--- config.mk ---
export PLATFORM = sky130hd
export DESIGN_NAME = countdown_timer_param
export DESIGN_NICKNAME = d
export VERILOG_FILES = /design/src/rtl/timer_pkg.sv /design/src/rtl/led7_decoder.sv /design/src/rtl/tick_divider.sv /design/src/rtl/countdown_timer_param.sv
export SDC_FILE = /design/constraint.sdc
export NUM_CORES = 1
export LEC_CHECK = 0
export CAP_MARGIN = 15
export CORE_MARGIN = 2
export CORE_UTILIZATION = 39
export DETAILED_ROUTE_END_ITERATION = 10
export SLEW_MARGIN = 20
export SYNTH_ARGS = -nofsm -noshare
export SYNTH_HDL_FRONTEND = slang
export SYNTH_SLANG_ARGS = --single-unit
--- constraint.sdc ---
create_clock -name clk -period 4.5 [get_ports clk]
set_clock_uncertainty 0.05 [all_clocks]
set_input_delay 0.675 -clock clk [delete_from_list [all_inputs] [get_ports clk]]
set_output_delay 0.675 -clock clk [all_outputs]
set_load 0.01 [all_outputs]
--- src/rtl/timer_pkg.sv ---
// Shared definitions for the countdown timer: state encoding and the
// active-low gfedcba seven-segment glyph table (digits 0-9, then blank).
package timer_pkg;

  typedef enum logic [1:0] {
    ST_SET  = 2'd0,
    ST_RUN  = 2'd1,
    ST_DONE = 2'd2
  } timer_state_e;

  localparam int SEG_BLANK_IDX = 10;

  // Entry i is the glyph for digit i; entry 10 is blank.
  localparam logic [10:0][6:0] SEG_TABLE = {
    7'b1111111,
    7'b0010000, 7'b0000000, 7'b1111000, 7'b0000010, 7'b0010010,
    7'b0011001, 7'b0110000, 7'b0100100, 7'b1111001, 7'b1000000
  };

endpackage

--- src/rtl/led7_decoder.sv ---
// One BCD digit to an active-low seven-segment pattern; non-decimal codes blank.
module led7_decoder
  import timer_pkg::*;
(
  input  logic [3:0] digit,
  output logic [6:0] seg
);

  always_comb begin
    seg = SEG_TABLE[SEG_BLANK_IDX];
    if (digit <= 4'd9) seg = SEG_TABLE[digit];
  end

endmodule

--- src/rtl/tick_divider.sv ---
// Divides clk down to a one-cycle tick strobe; clr has priority and the count
// simply holds while en is low, so a pause never loses or gains a tick.
module tick_divider #(
  parameter int CLK_HZ  = 50_000_000,
  parameter int TICK_HZ = 1
) (
  input  logic clk,
  input  logic rst,
  input  logic en,
  input  logic clr,
  output logic tick
);

  localparam int DIV = CLK_HZ / TICK_HZ;
  localparam int CW  = $clog2(DIV);
  localparam logic [CW-1:0] TERM = CW'(DIV - 1);

  logic [CW-1:0] cnt_q, cnt_d;

  always_comb begin
    cnt_d = cnt_q;
    tick  = 1'b0;
    if (clr) begin
      cnt_d = '0;
    end else if (en) begin
      if (cnt_q == TERM) begin
        cnt_d = '0;
        tick  = 1'b1;
      end else begin
        cnt_d = cnt_q + 1'b1;
      end
    end
  end

  always_ff @(posedge clk) begin
    if (rst) cnt_q <= '0;
    else     cnt_q <= cnt_d;
  end

endmodule

--- src/rtl/countdown_timer_param.sv ---
// Settable countdown timer: buttons load a preset in SET, RUN counts down once
// per tick, with BCD / seven-segment display outputs and an expiry pulse.
module countdown_timer_param
  import timer_pkg::*;
#(
  parameter int CLK_HZ      = 50_000_000,
  parameter int TICK_HZ     = 1,
  parameter int MAX_VAL     = 59,
  parameter int DIGITS      = 2,
  parameter int AUTO_RELOAD = 0,
  localparam int W          = $clog2(MAX_VAL + 1)
) (
  input  logic                clk,
  input  logic                rst,
  input  logic                mode,
  input  logic                add_n,
  input  logic                deduct_n,
  input  logic                pause,
  output logic [W-1:0]        value,
  output logic [4*DIGITS-1:0] bcd,
  output logic [7*DIGITS-1:0] seg,
  output logic                trigger,
  output logic                expired,
  output timer_state_e        dbg_state
);

  localparam logic [W-1:0] MAX_W = W'(MAX_VAL);

  // Each input: [0],[1] two-flop synchroniser, [2] previous synchronised level.
  logic [2:0] mode_sr_q, mode_sr_d;
  logic [2:0] add_sr_q, add_sr_d;
  logic [2:0] ded_sr_q, ded_sr_d;

  timer_state_e state_q, state_d;
  logic [W-1:0] preset_q, preset_d;
  logic [W-1:0] value_q, value_d;
  logic         expired_q, expired_d;

  logic mode_rise, mode_fall, add_edge, ded_edge;
  logic div_en, div_clr, tick;

  always_comb begin
    mode_sr_d = {mode_sr_q[1:0], mode};
    add_sr_d  = {add_sr_q[1:0], add_n};
    ded_sr_d  = {ded_sr_q[1:0], deduct_n};
  end

  assign mode_rise = ~mode_sr_q[2] &  mode_sr_q[1];
  assign mode_fall =  mode_sr_q[2] & ~mode_sr_q[1];
  assign add_edge  =  add_sr_q[2]  & ~add_sr_q[1];
  assign ded_edge  =  ded_sr_q[2]  & ~ded_sr_q[1];

  assign div_en  = (state_q == ST_RUN) && !pause;
  assign div_clr = (state_q != ST_RUN);

  tick_divider #(
    .CLK_HZ  (CLK_HZ),
    .TICK_HZ (TICK_HZ)
  ) u_tick_divider (
    .clk  (clk),
    .rst  (rst),
    .en   (div_en),
    .clr  (div_clr),
    .tick (tick)
  );

  always_comb begin
    state_d   = state_q;
    preset_d  = preset_q;
    value_d   = value_q;
    expired_d = 1'b0;
    if (mode_rise) begin
      state_d = ST_SET;
      value_d = preset_q;
    end else begin
      case (state_q)
        ST_SET: begin
          if (add_edge && !ded_edge)
            preset_d = (preset_q == MAX_W) ? '0 : preset_q + 1'b1;
          else if (ded_edge && !add_edge)
            preset_d = (preset_q == '0) ? MAX_W : preset_q - 1'b1;
          value_d = preset_d;
          if (mode_fall) state_d = (preset_d == '0) ? ST_DONE : ST_RUN;
        end
        ST_RUN: begin
          if (tick) begin
            // A zero value in RUN only survives under auto-reload: reload now.
            if (value_q == '0) begin
              value_d = preset_q;
            end else begin
              value_d = value_q - 1'b1;
              if (value_q == W'(1)) begin
                expired_d = 1'b1;
                if (AUTO_RELOAD == 0 || preset_q == '0) state_d = ST_DONE;
              end
            end
          end
        end
        ST_DONE: value_d = '0;
        default: state_d = ST_SET;
      endcase
    end
  end

  always_ff @(posedge clk) begin
    if (rst) begin
      mode_sr_q <= 3'b111;
      add_sr_q  <= 3'b111;
      ded_sr_q  <= 3'b111;
      state_q   <= ST_SET;
      preset_q  <= '0;
      value_q   <= '0;
      expired_q <= 1'b0;
    end else begin
      mode_sr_q <= mode_sr_d;
      add_sr_q  <= add_sr_d;
      ded_sr_q  <= ded_sr_d;
      state_q   <= state_d;
      preset_q  <= preset_d;
      value_q   <= value_d;
      expired_q <= expired_d;
    end
  end

  function automatic logic [4*DIGITS-1:0] to_bcd(input logic [W-1:0] bin);
    logic [4*DIGITS-1:0] acc;
    acc = '0;
    for (int i = W - 1; i >= 0; i--) begin
      for (int d = 0; d < DIGITS; d++) begin
        if (acc[4*d +: 4] >= 4'd5) acc[4*d +: 4] = acc[4*d +: 4] + 4'd3;
      end
      acc = {acc[4*DIGITS-2:0], bin[i]};
    end
    return acc;
  endfunction

  assign bcd = to_bcd(value_q);

  for (genvar g = 0; g < DIGITS; g++) begin : g_digit
    led7_decoder u_led7_decoder (
      .digit (bcd[4*g +: 4]),
      .seg   (seg[7*g +: 7])
    );
  end

  assign value     = value_q;
  assign trigger   = (value_q == '0);
  assign expired   = expired_q;
  assign dbg_state = state_q;

endmodule

**Word-level counts from Yosys, hierarchy flattened**

Memories as Yosys holds them, arrays and structs flattened.
Index checks and enable logic that the tools add are counted.

- Multipliers: 0
- Muxes and demuxes: 28
- Div/mod/pow operators: 0
- Add/subtract/negate cells: 7
- Bitwise logic cells: 12
- Reductions and logical operators: 17
- $lt $le $gt $ge: 7
- Eq/ne operators: 11
- Shift-type cells: 0

Operator list:

| operator | count |
|---|---|
| $mux 6 | 9 |
| $mux 7 | 4 |
| $add 26x1->26 const B | 1 |
| $eq 26x26->1 const B | 1 |
| $mux 26 | 1 |
| $logic_not 6->1 | 3 |
| $pmux 6 s3 | 1 |
| $mux 4 | 3 |
| $sub 6x1->6 const B | 2 |
| $mux 2 | 5 |
| $add 4x2->4 const B | 2 |
| $ge 4x3->1 const B | 2 |
| $not 1->1 | 8 |
| $add 6x1->6 const B | 1 |
| $eq 6x1->1 const B | 1 |
| $eq 6x6->1 const B | 1 |
| $ne 2x2->1 const B | 3 |
| $pmux 2 s3 | 1 |
| $lt 3x5->1 const B | 1 |
| $lt 4x5->1 const B | 1 |
| $reduce_and 5->1 | 1 |
| $reduce_or 5->1 | 1 |
| $add 3x2->4 const B | 1 |
| $and 1x1->1 | 4 |
| 14 further kinds | 24 |

- Flip-flop bits (word level): 50
- Memories kept: 2
- RAM bits: 0
- Word-level logic and storage cells: 92
- Output and inout bits: 32
- ROM bits: 168
- Latch bits: 0

Memory list:

| memory | depth | width | read ports | clocked after memory_dff | write ports | RTL line | source |
|---|---|---|---|---|---|---|---|
| (name not given) | 16 | 7 | 1 | 0 | 0 | led7_decoder.sv:11 | `if (digit <= 4'd9) seg = SEG_TABLE[digit];` |
| (name not given) | 8 | 7 | 1 | 0 | 0 | led7_decoder.sv:11 |  |

**Longest topological paths before layout**

- Word-level depth: 12
- Gate-level depth with buffers: 18
- Gate-level depth less buffers: 17

**Cells and area by module**

Synthesis repeated with hierarchy kept, for this count alone.

- Cells, all modules: 473
- Area total of the unflattened synthesis: 3,813.7 µm²

By module, submodules not included:

| module | instances | area each (µm²) | cells each |
|---|---|---|---|
| countdown_timer_param | 1 | 2,000.7 | 250 |
| tick_divider | 1 | 1,355.0 | 155 |
| led7_decoder | 2 | 229.0 | 34 |

**Worst setup path after synthesis**

OpenSTA, ideal clock, no wires.

- Path type: flip-flop to output port
- Start: register value_q[4], in the netlist value[4]
- End: output seg[4]
- Required time: 3,775 ps
- Cell stages (with the launch flop): 18
- Arrival time: 3,671 ps
- Setup slack: 104 ps
- Path through: dfxtp_1 buf_6 inv_1 ha_1 or2_1 a21oi_1 ha_1 nor2b_1 o21ai_1 xnor2_1 ha_1 nand2b_1 a31oi_4 xnor2_1 inv_1 ha_1 mux2i_1 a2bb2oi_2

- Cells in the longest elaborated chain, start to end: 9
- Elaborated cells between the ends (all ways): 13
- Those cells by class: add/sub: 3; order compare: 4; mux: 5; memory: 1

Ends and longest elaborated chain:

| item | RTL line | source |
|---|---|---|
| from (decl) | countdown_timer_param.sv:36 | `logic [W-1:0] value_q, value_d;` |
| from (signal assigned) | countdown_timer_param.sv:120 | `value_q <= value_d;` |
| $add 3x2->4 / $ge 3x3->1 (equally long branches) | countdown_timer_param.sv:130 | `if (acc[4*d +: 4] >= 4'd5) acc[4*d +: 4] = acc[4*d +: 4] + 4'd3;` |
| $mux 4 * | countdown_timer_param.sv:130 |  |
| $add 4x2->4 / $ge 4x3->1 (equally long branches) | countdown_timer_param.sv:130 |  |
| $mux 4 * | countdown_timer_param.sv:130 |  |
| $ge 4x3->1 * | countdown_timer_param.sv:130 |  |
| $mux 4 * | countdown_timer_param.sv:130 |  |
| named net bcd[1] | countdown_timer_param.sv:20 | `output logic [4*DIGITS-1:0] bcd,` |
| $mem_v2 16x7 | -- |  |
| $mux 7 (implied by the code) | led7_decoder.sv:11 |  |
| $mux 7 * | led7_decoder.sv:11 |  |
| to (decl) | countdown_timer_param.sv:21 | `output logic [7*DIGITS-1:0] seg,` |

Mark *: on every way through the listed nets, which the timed path passes. The rest lies on a longest branch. The select of a mux whose other input is x is not followed.

**Worst setup path in the final report**

- Start: register value_q[4], in the netlist value[4]
- End: output seg[3]

- Cells in the longest elaborated chain, start to end: 9
- Elaborated cells between the ends (all ways): 13
- Those cells by class: add/sub: 3; order compare: 4; mux: 5; memory: 1

Ends and longest elaborated chain:

| item | RTL line |
|---|---|
| $add 3x2->4 / $ge 3x3->1 (equally long branches) | countdown_timer_param.sv:130 |
| $mux 4 * | countdown_timer_param.sv:130 |
| $ge 4x3->1 / $add 4x2->4 (equally long branches) | countdown_timer_param.sv:130 |
| $mux 4 * | countdown_timer_param.sv:130 |
| $add 4x2->4 / $ge 4x3->1 (equally long branches) | countdown_timer_param.sv:130 |
| $mux 4 * | countdown_timer_param.sv:130 |
| $mem_v2 16x7 | -- |
| $mux 7 (implied by the code) | led7_decoder.sv:11 |
| $mux 7 * | led7_decoder.sv:11 |

Mark *: on every way between the ends. The rest lies on a longest branch, timed or not. The select of a mux whose other input is x is not followed.

==> flow_metrics.tcl <==
set metrics [dict create \
    p_per_area_nw_per_um2 653.8 \
    synth.top_cells.by_area "dfxtp_1 (29%), ha_1 (9.4%), nor2_1 (6.6%), xor2_1 (4.3%), a21oi_1 (3.8%)" \
    synth_area_um2 3465 \
    clk_pin_slew_worst_paths_ns 0.09 \
    async_flop_share_pct 0 \
    crit_chain "inv_1 -> ha_1 -> or2_1 -> a21oi_2 -> buf_4 -> ha_2 -> nor2b_4 -> o21ai_2 -> xnor2_2 -> ha_1 -> nand2b_4 -> a31oi_4 -> buf_12 -> xnor2_4 -> ha_4 -> nor2_2 -> mux2i_1 -> a32oi_1 -> dlygate4sd2_1" \
    worst-path-stages 19 \
    period_needed_ns 4.428 \
    grt_usage_pct 16.02 \
    clk-insertion-delay-late_ns 0.30 \
    grt_overflow 0 \
    fmax_ghz 0.2259 \
    crit_start "value[4]" \
    yosys.area.top_type "dfxtp_1" \
    vdd_drop_max_mv 0.2503 \
    slew_violations 0 \
    drive_above_1_share_pct 15.59 \
    grt_pass1_vias 2949 \
    gp_congestion 0.7880 \
    hp-class "flip-flop to flip-flop" \
    diodes 0 \
    finalSetupViolCount 0 \
    grt_pass1_wl_um 13210 \
    root_buffer "clkbuf_8" \
    final_nets 512 \
    ioPinCount 38 \
    multi_input_area_um2 2372 \
    reg2reg_slack_ns 1.83 \
    syn_nets 467 \
    hold_violations 0 \
    die_h_um 98.25 \
    detail_route.first_pass.iterations 4 \
    rsz0062_at_grt "yes" \
    synth_edf_count 0 \
    fin_tns_setup_ns 0 \
    crit_end "seg[3]" \
    cpLargestDelayFamily "adder cells" \
    min_from "add_sr_q[0]" \
    grt_max_degree 28 \
    grt_use_met1_pct 20.92 \
    timing.rr.start "preset_q[1]" \
    ys_top_cells_by_count "nor2_1 (61), dfxtp_1 (50), a21oi_1 (26), ha_1 (26), nand2_1 (26)" \
    use_met3_pct 2.147 \
    use_met2_pct 27.56 \
    syn_area_per_cell_um2 7.965 \
    core_um2 8678 \
    cp_slowest_cell "dfxtp_2" \
    top_usage_layer "met2" \
    reg2reg_to "dbg_state[0]" \
    antenna_found_initial 0 \
    relSlewSlack_pct 31.46 \
    placed_cells_incl_taps 572 \
    register_area_um2 1002 \
    critPathKind "flip-flop to primary output" \
    syn_to_final_growth_pct 22.10 \
    layout.cells.non_filler 589 \
    fp.dieW_um 98.25 \
    path_buf_inv 4 \
    wl_per_cell_um 13.24 \
    drt_iter0_drc 102 \
    power.leakage_nw 1.657 \
    via_per_inst 5.261 \
    synth_top_cell_area_share_pct 28.89 \
    synthCells 435 \
    drc 0 \
    rr_worst_depth 8 \
    total_power_mw 2.766 \
    cp.required_ns 3.77 \
    yosys.cell_count.top_type "nor2_1" \
    crit_arrival_ns 3.70 \
    cts.sinks 50 \
    dp_hpwl_um 5563 \
    cts_tree "built" \
    timing.max_cap.violations 0 \
    fillers 902 \
    status "complete, no violations" \
    totalWireLength_um 7800 \
    vias 3099 \
    clk_path_buf_depth 2 \
    synth-seq-cells 50 \
    hold_slack_ns 0.3650 \
    synthDistinctLibCells 68 \
    critPathMaxFanout 5 \
    ys_seq_area_share_pct 28.89 \
    fin_util_pct 48.75 \
    ys.flop_type "dfxtp_1" \
    cpPeakStageDelay_ns 0.33 \
    antenna_left 0 \
    endpoint_kind "primary output" \
    worst_pin_slew_ns 1.025 \
    num_rows 34 \
    die_area_um2 9653 \
    yosys_warnings 0 \
    cts.htree.levels 2 \
    io_buffers 36 \
    path_common_cell "ha_1" \
    cts_made_buffers 5 \
    fin_crit_sh_pct 98.39 \
    start_kind "flip-flop" \
    initial_utilization_pct 39.92 \
]
[layout make-up]
class,count,share of cell area (%)
Multi-Input combinational cell,340,56.08
Sequential cell,50,23.69
Timing Repair Buffer,59,12.24
Tap cell,108,3.194
Inverter,24,2.189
Clock buffer,6,1.715
Clock inverter,2,0.8873
[per-stage QoR]
step           worst slack (ns)  area [um2]
6_report                0.07233        4230
5_1_grt                 -0.1766        4230
4_1_cts                -0.08686        4113
3_5_place_dp           -0.02362        3964
3_3_place_gp            0.07117        3964
2_1_floorplan            0.1039        3465
[cells by family (layout without fill, tap and decap cells)]
logic type | count (synthesis) | in the layout | share of synthesized area [%]
DFF | 50 | 50 | 28.89
and+or+nand+nor | 184 | 184 | 27.05
xor gates and xnor gates | 31 | 31 | 7.837
AOI/OAI and AO/OA | 88 | 88 | 17.62
muxes | 10 | 10 | 3.503
buffers and inverters | 45 | 91 | 5.598
adders and majority gates | 26 | 26 | 9.390
other | 1 | 1 | 0.1082
[registers in the layout, summed over array words and instances (netlist names)]
name and cells:
add_sr_q 3, dbg_state 2, ded_sr_q 3, expired 1, mode_sr_q 3, preset_q 6
u_tick_divider.cnt_q 26, value 6
[power by group]
part           switching [mW]  internal [mW]
clock network           0.149          0.166
registers              0.0736          0.483
logic                   0.954          0.941
[cells in the final DEF, fill, tap and decap left out, types with 3 or more instances in the layout]
master,count
nor2_1,60
dfxtp_1,49
nand2_1,26
a21oi_1,25
clkdlybuf4s50_1,23
buf_4,22
ha_1,21
inv_1,20
nand3_1,20
xor2_1,17
nor3_1,12
xnor2_1,12
nor2b_1,11
o21ai_0,9
or2_2,9
a31oi_1,7
nand4_1,7
dlygate4sd2_1,6
mux2i_1,5
nand2b_1,5
and3_1,5
a211oi_1,5
o211ai_1,5
clkbuf_8,5
a21o_1,4
or3_1,4
nor4_1,4
clkbuf_2,4
a211o_1,3
o21ai_1,3
inv_2,3
and4_1,3
ha_2,3
[layer usage]
layer / share of wire [%] / up-vias
li1: - / 1605
met1: 48 / 1444
met3: 2.8 / 12
met5: 0 / -
met4: 1.3 / 0
met2: 48 / 38
[repair_timing]
item                                    CTS  global route
resized for setup                        18            28
hold buffers                              0             0
gates cloned                              0             0
endpoints found under the setup margin   13            14
pin swaps                                 2             9
setup buffers                             2             7
[worst min-delay path by stage]
| stage | end | cells past startpoint |
|---|---|---|
| after floorplan | add_sr_q[1] | 1 |
| after global placement | add_sr_q[1] | 1 |
| after detailed placement | ded_sr_q[1] | 1 |
| after CTS | ded_sr_q[1] | 1 |
| after global routing | mode_sr_q[1] | 1 |
| final | add_sr_q[1] | 1 |
(Power assumes the default switching activity.)
